==> src/rtl/out_buf_drain_pkg.sv <==
// Shared definitions for the output-buffer drain path: FSM encoding, lane order
// and width defaults common to data_pack / out_addr_rdy / out_buf_drain.
package out_buf_drain_pkg;

    localparam int unsigned OBD_ADDR_W = 16;
    localparam int unsigned OBD_LANE_W = 16;
    localparam int unsigned OBD_LANES  = 4;
    localparam int unsigned OBD_DATA_W = OBD_LANES * OBD_LANE_W;

    typedef enum logic [1:0] {
        IDLE  = 2'd0,
        READ  = 2'd1,
        FLUSH = 2'd2,
        DONE  = 2'd3
    } drain_state_e;

    typedef enum logic {
        LANE_MSB_FIRST = 1'b0,
        LANE_LSB_FIRST = 1'b1
    } lane_order_e;

    localparam lane_order_e OBD_LANE_ORDER = LANE_MSB_FIRST;

    // Maps a stream lane index to its slot within the packed word.
    function automatic int unsigned lane_slot(input int unsigned lane, input int unsigned lanes);
        return (OBD_LANE_ORDER == LANE_MSB_FIRST) ? (lanes - 1 - lane) : lane;
    endfunction

endpackage

==> src/rtl/out_buf_drain_word_fifo.sv <==
// drain_word_fifo: 2-entry word FIFO with occupancy count; push while full is
// accepted only when a pop happens in the same cycle.
module drain_word_fifo #(
    parameter int unsigned DATA_W = 64
) (
    input  logic              clk,
    input  logic              rst,
    input  logic              push_i,
    input  logic [DATA_W-1:0] din_i,
    input  logic              pop_i,
    output logic [DATA_W-1:0] dout_o,
    output logic [1:0]        count_o
);

    logic [DATA_W-1:0] mem_q [2];
    logic              wr_ptr_q;
    logic              rd_ptr_q;
    logic [1:0]        cnt_q;
    logic              do_push;
    logic              do_pop;

    always_comb begin
        do_pop  = pop_i && (cnt_q != 2'd0);
        do_push = push_i && ((cnt_q != 2'd2) || do_pop);
    end

    always_ff @(posedge clk) begin
        if (rst) begin
            mem_q    <= '{default: '0};
            wr_ptr_q <= 1'b0;
            rd_ptr_q <= 1'b0;
            cnt_q    <= 2'd0;
        end else begin
            if (do_push) begin
                mem_q[wr_ptr_q] <= din_i;
                wr_ptr_q        <= ~wr_ptr_q;
            end
            if (do_pop) begin
                rd_ptr_q <= ~rd_ptr_q;
            end
            case ({do_push, do_pop})
                2'b10:   cnt_q <= cnt_q + 2'd1;
                2'b01:   cnt_q <= cnt_q - 2'd1;
                default: cnt_q <= cnt_q;
            endcase
        end
    end

    assign dout_o  = (cnt_q != 2'd0) ? mem_q[rd_ptr_q] : '0;
    assign count_o = cnt_q;

endmodule

==> src/rtl/out_buf_drain.sv <==
// out_buf_drain: reads packed partial-sum words from the output buffer and streams
// them lane by lane. Optional OUT_DRAIN_CLEAR_EN zeroes each word after reading it.
module out_buf_drain
    import out_buf_drain_pkg::*;
#(
    parameter int unsigned ADDR_W = OBD_ADDR_W,
    parameter int unsigned DATA_W = OBD_DATA_W,
    parameter int unsigned LANE_W = OBD_LANE_W,
    parameter int unsigned LANES  = OBD_LANES,
    parameter int unsigned RD_LAT = 1
) (
    input  logic              clk,
    input  logic              rst,
    input  logic              start,
    input  logic [ADDR_W-1:0] base_addr,
    input  logic [ADDR_W-1:0] num_words,
    output logic              ram_ena,
    output logic [ADDR_W-1:0] ram_addr,
    output logic [7:0]        ram_wea,
    output logic [DATA_W-1:0] ram_din,
    input  logic [DATA_W-1:0] ram_dout,
    output logic              out_valid,
    input  logic              out_ready,
    output logic [LANE_W-1:0] out_data,
    output logic              out_last,
    output logic              busy,
    output logic              done
);

    localparam int unsigned LCW = (LANES > 1) ? $clog2(LANES) : 1;

    drain_state_e      state_q, state_d;
    logic [ADDR_W-1:0] addr_q, addr_d;
    logic [ADDR_W-1:0] rd_left_q, rd_left_d;
    logic [ADDR_W-1:0] words_left_q, words_left_d;
    logic [LCW-1:0]    lane_q, lane_d;
    logic [1:0]        inflight_q, inflight_d;
    logic [RD_LAT-1:0] vld_q;
    logic              busy_q, busy_d;
    logic              done_q, done_d;
`ifdef OUT_DRAIN_CLEAR_EN
    logic              clr_pend_q, clr_pend_d;
`endif

    logic              rd_issue;
    logic              fifo_push;
    logic              fifo_pop;
    logic              xfer;
    logic              last_lane;
    logic              credit_ok;
    logic [1:0]        fifo_cnt;
    logic [DATA_W-1:0] head;

    drain_word_fifo #(.DATA_W(DATA_W)) u_fifo (
        .clk    (clk),
        .rst    (rst),
        .push_i (fifo_push),
        .din_i  (ram_dout),
        .pop_i  (fifo_pop),
        .dout_o (head),
        .count_o(fifo_cnt)
    );

    always_comb begin
        fifo_push    = vld_q[RD_LAT-1];
        xfer         = (fifo_cnt != 2'd0) && out_ready;
        last_lane    = (lane_q == LCW'(LANES - 1));
        fifo_pop     = xfer && last_lane;
        lane_d       = xfer ? (last_lane ? '0 : lane_q + 1'b1) : lane_q;
        words_left_d = fifo_pop ? words_left_q - 1'b1 : words_left_q;
        // Reads already in the RAM pipeline reserve FIFO space before data returns.
        credit_ok    = ({1'b0, fifo_cnt} + {1'b0, inflight_q}) < 3'd2;

        state_d   = state_q;
        addr_d    = addr_q;
        rd_left_d = rd_left_q;
        busy_d    = busy_q;
        done_d    = 1'b0;
        rd_issue  = 1'b0;
        ram_ena   = 1'b0;
        ram_addr  = '0;
        ram_wea   = '0;
`ifdef OUT_DRAIN_CLEAR_EN
        clr_pend_d = clr_pend_q;
`endif

        case (state_q)
            IDLE: begin
                // The first read goes out in the start cycle itself.
                if (start && !rst) begin
                    busy_d       = 1'b1;
                    words_left_d = num_words;
                    if (num_words == '0) begin
                        state_d = DONE;
                    end else begin
                        rd_issue  = 1'b1;
                        ram_ena   = 1'b1;
                        ram_addr  = base_addr;
                        rd_left_d = num_words - 1'b1;
`ifdef OUT_DRAIN_CLEAR_EN
                        addr_d     = base_addr;
                        clr_pend_d = 1'b1;
                        state_d    = READ;
`else
                        addr_d  = base_addr + 1'b1;
                        state_d = (num_words == ADDR_W'(1)) ? FLUSH : READ;
`endif
                    end
                end
            end
            READ: begin
`ifdef OUT_DRAIN_CLEAR_EN
                if (clr_pend_q) begin
                    ram_ena    = 1'b1;
                    ram_wea    = '1;
                    ram_addr   = addr_q;
                    addr_d     = addr_q + 1'b1;
                    clr_pend_d = 1'b0;
                    if (rd_left_q == '0) begin
                        state_d = FLUSH;
                    end
                end else if (credit_ok) begin
                    rd_issue   = 1'b1;
                    ram_ena    = 1'b1;
                    ram_addr   = addr_q;
                    rd_left_d  = rd_left_q - 1'b1;
                    clr_pend_d = 1'b1;
                end
`else
                if (credit_ok) begin
                    rd_issue  = 1'b1;
                    ram_ena   = 1'b1;
                    ram_addr  = addr_q;
                    addr_d    = addr_q + 1'b1;
                    rd_left_d = rd_left_q - 1'b1;
                    if (rd_left_q == ADDR_W'(1)) begin
                        state_d = FLUSH;
                    end
                end
`endif
            end
            FLUSH: begin
                if ((inflight_q == 2'd0) && (fifo_cnt == 2'd0)) begin
                    state_d = DONE;
                end
            end
            DONE: begin
                done_d  = 1'b1;
                busy_d  = 1'b0;
                state_d = IDLE;
            end
            default: state_d = IDLE;
        endcase

        case ({rd_issue, fifo_push})
            2'b10:   inflight_d = inflight_q + 2'd1;
            2'b01:   inflight_d = inflight_q - 2'd1;
            default: inflight_d = inflight_q;
        endcase
    end

    always_ff @(posedge clk) begin
        if (rst) begin
            state_q      <= IDLE;
            addr_q       <= '0;
            rd_left_q    <= '0;
            words_left_q <= '0;
            lane_q       <= '0;
            inflight_q   <= 2'd0;
            vld_q        <= '0;
            busy_q       <= 1'b0;
            done_q       <= 1'b0;
`ifdef OUT_DRAIN_CLEAR_EN
            clr_pend_q   <= 1'b0;
`endif
        end else begin
            state_q      <= state_d;
            addr_q       <= addr_d;
            rd_left_q    <= rd_left_d;
            words_left_q <= words_left_d;
            lane_q       <= lane_d;
            inflight_q   <= inflight_d;
            vld_q[0]     <= rd_issue;
            for (int unsigned i = 1; i < RD_LAT; i++) begin
                vld_q[i] <= vld_q[i-1];
            end
            busy_q       <= busy_d;
            done_q       <= done_d;
`ifdef OUT_DRAIN_CLEAR_EN
            clr_pend_q   <= clr_pend_d;
`endif
        end
    end

    assign ram_din   = '0;
    assign out_valid = (fifo_cnt != 2'd0);
    assign out_data  = head[lane_slot(32'(lane_q), LANES) * LANE_W +: LANE_W];
    assign out_last  = out_valid && last_lane && (words_left_q == ADDR_W'(1));
    assign busy      = busy_q;
    assign done      = done_q;

endmodule

==> config.mk <==
export PLATFORM = sky130hd
export DESIGN_NAME = out_buf_drain
export DESIGN_NICKNAME = d
export VERILOG_FILES = /design/src/rtl/out_buf_drain_pkg.sv /design/src/rtl/out_buf_drain_word_fifo.sv /design/src/rtl/out_buf_drain.sv
export SDC_FILE = /design/constraint.sdc
export NUM_CORES = 1
export LEC_CHECK = 0
export BUFFER_PORTS_ARGS = -buffer_cell sky130_fd_sc_hd__buf_2
export CAP_MARGIN = 20
export CELL_PAD_IN_SITES_DETAIL_PLACEMENT = 0
export CELL_PAD_IN_SITES_GLOBAL_PLACEMENT = 1
export CORE_MARGIN = 2
export CORE_UTILIZATION = 40
export DETAILED_ROUTE_END_ITERATION = 10
export PLACE_DENSITY = 0.83
export SKIP_CTS_REPAIR_TIMING = 1
export SLEW_MARGIN = 20
export SYNTH_ARGS = -nofsm -noshare
export SYNTH_HDL_FRONTEND = slang
export SYNTH_SLANG_ARGS = --single-unit
==> constraint.sdc <==
create_clock -name clk -period 7.5 [get_ports clk]
set_input_delay 1.5 -clock clk [delete_from_list [all_inputs] [get_ports clk]]
set_output_delay 1.5 -clock clk [all_outputs]
set_load 0.02 [all_outputs]
==> summary.md <==
| Metric | Value |
|---|---|
| CTS tree | `yes` |
| All-Layer GR Usage | `0.200` |
| HP Start | `u_fifo.mem_q[96]$_SDFFE_PP0P_` |
| I/O pin count | `209` |
| Die Area | `26900 um2` |
| RSZ-0062 raised after global routing | `false` |
| Status | `complete, no violations` |
| TritonCTS sink count | `189` |
| Ys Warns | `0` |
| Via Count | `~9000` |
| H-tree Lvls | `4` |
| Vias per cell | `5.25` |
| Met2 Track Usage GR | `0.322` |
| Vias in the first global route | `8068` |
| Crit-path max FO | `22` |
| Reg2Reg Depth | `8` |
| Detailed-route DRC error count | `0` |
| Final Core Density | `0.453` |
| Worst R2R End | `inflight_q[1]$_SDFFE_PP0P_` |
| Area delta synth->final | `11.4%` |
| Final period utilization | `0.765` |
| FFs w/ async S/R, synth | `0` |
| Post-Route WL | `between 20000 and 30000 um` |
| Seq cells post-synth | `189` |
| Clock latency at the later pin of the worst-skew pair | `450 ps` |
| Buffers on Ports | `136` |
| HPWL Detailed | `17500 um` |
| Slew @ Worst Pin | `1110 ps` |
| Final Max Slew Viols | `0` |
| Initial antenna violation count | `4` |
| Leak | `4.17 nW` |
| DR pass1 iterations | `5` |
| WL/cell | `16.0 um` |
| RR Startpoint | `state_q[1]$_SDFFE_PP0P_` |
| Mean Syn Cell Area | `8.14 um2` |
| Final setup vio count | `0` |
| Post-synth top area cell | `dfxtp_1` |
| Number of CTS-inserted buffers | `17` |
| Crit path DAT | `4230 ps` |
| Worst Skew | `15.3 ps` |
| Prevailing post-synth register cell | `dfxtp_1` |
| Post-synth EDFFs | `0` |
| Pwr Density | `about 290 nW/um2` |
| Worst setup EP type | `output port` |
| Worst EP required | `6000 ps` |
| Max-slew headroom | `0.257` |
| Root Buffer | `clkbuf_16` |
| Site Rows | `58` |
| Overflow after GRT | `0` |
| Final-report hold violation count | `0` |
| Drt initial violations | `approximately 700` |
| Synth top area cells | `dfxtp_1, nand2_1, a21oi_1` |
| Global-route wire length before repair | `42800 um` |
| Netlist cell types | `74` |
| Share of layout cells above drive strength 1 | `0.178` |
| Synth Cell Area | `between 10000 and 15000 um2` |
| DRT antenna net count | `0` |
| Fin nets | `1448` |
| Met3 GRT Util | `0.0530` |
| Routability Congestion | `~0.9` |
| Initial Utilization | `0.407` |
| Post-Syn Instances | `1258` |
| Busiest grt layer | `met2` |
| Post-synth top area share | `0.369` |
| HP Class | `reg2reg` |
| Crit path kind | `in2out` |
| Sequential area share after synthesis | `0.369` |
| Worst VDD drop | `0.134 mV` |
| Hold depth | `2` |
| Pin count of the biggest net entering global routing | `99` |
| Clk buf depth | `2` |
| Max-cap violations | `0` |
| Total power draw | `3.35 mW` |
| Die height | `164 um` |
| Minimum clock period | `about 5700 ps` |
| Core area | `25200 um2` |
| Reg-to-reg setup timing slack | `3870 ps` |
| Grt met1 use | `0.264` |
| Post-route insts no fill | `1678` |
| Hold Slack | `between 400 and 500 ps` |
| Hold Path End | `u_fifo.mem_q[96]$_SDFFE_PP0P_` |
| Maximum clock rate | `174 MHz` |
| Die X | `164 um` |
| Startpoint Class | `primary input` |
| Placed instance count | `1644` |
| Reg clk slew, reported paths | `80 ps` |
| Final setup TNS | `0 ps` |
[kinds of logic after synthesis]
family / count (synthesis) / share of synthesized area
other: 1 / 0.000366
AOI/OAI and AO/OA: 310 / 0.181
buffers and inverters: 180 / 0.0991
and+or+nand+nor: 474 / 0.208
adders and majority gates: 15 / 0.0191
xor gates and xnor gates: 29 / 0.0248
muxes: 60 / 0.0985
DFF: 189 / 0.369
[layout by cell type (no fill, tap or decap), types with 17 or more instances in the layout]
cell type	instances
nand2_1	297
dfxtp_1	188
a21oi_1	171
buf_2	135
conb_1	72
nor2_1	58
o21ai_0	41
mux4_2	32
mux2i_1	22
nand3_1	19
inv_1	17
clkbuf_16	17
[cell usage after synthesis (7+ instances only)]
cell type	n
nand2_1	297
dfxtp_1	189
a21oi_1	171
buf_4	79
nor2_1	60
clkbuf_1	54
o21ai_0	41
mux4_2	32
buf_2	22
mux2i_1	22
nand3_1	19
inv_1	17
a22o_1	16
xor2_1	15
ha_1	14
xnor2_1	14
nor4_1	13
a211oi_1	12
a31oi_1	11
nor3_1	10
nand4_1	9
or3_1	9
nand3b_1	8
nand4b_1	7
[registers in the layout, indices dropped and copies added, names as in the netlist]
name	flops
inflight_q	2
words_left_q	16
done	1
u_fifo.count_o	2
rd_left_q	16
u_fifo.wr_ptr_q	1
addr_q	16
u_fifo.mem_q	128
state_q	2
fifo_push	1
u_fifo.rd_ptr_q	1
lane_q	2
busy	1
[how the worst max path moves through the flow]
stage	slack, ps	end	cells past startpoint	startpoint
6_report	1770	ram_ena	7	rst
5_1_grt	1530	ram_ena	7	rst
4_1_cts	1760	ram_ena	7	rst
3_5_place_dp	1760	ram_ena	7	rst
3_3_place_gp	1880	ram_ena	7	rst
2_1_floorplan	2680	ram_addr[0]	8	num_words[0]
[per-layer routing]
layer	up-vias	wire length, um
met3	33	1740
met1	4100	11800
li1	4420	-
met4	4	446
met2	252	12900
met5	-	34
[power by group]
| part | internal (mW) | total, mW | switching (mW) |
|---|---|---|---|
| clock network | 0.462 | 0.950 | 0.488 |
| registers | 1.16 | 1.31 | 0.144 |
| logic | 0.393 | 1.09 | 0.700 |
[per-stage QoR]
step                setup slack [ps]  area, um2
finish                          1770      11400
detailed placement              1760      10800
global placement                1880      10800
floorplan                       2680      10500
CTS                             1760      11400
global route                    1530      11400
[worst max-delay path: stages]
cell and delay, ps:
buf_4 110, inv_1 380, nand3_1 740, a21oi_2 1000, nor2_1 190, inv_1 120, buf_2 170
[final cells by class]
type	count	area (um2)
inverters	19	71.3
clock buffers	17	425
repair buffers	146	758
diodes	2	5.00
flip-flops and latches	189	3780
multi-input cells	960	5740
fillers	2511	13800
well taps	330	413
clock inverters	15	208
(Power assumes the default switching activity.)
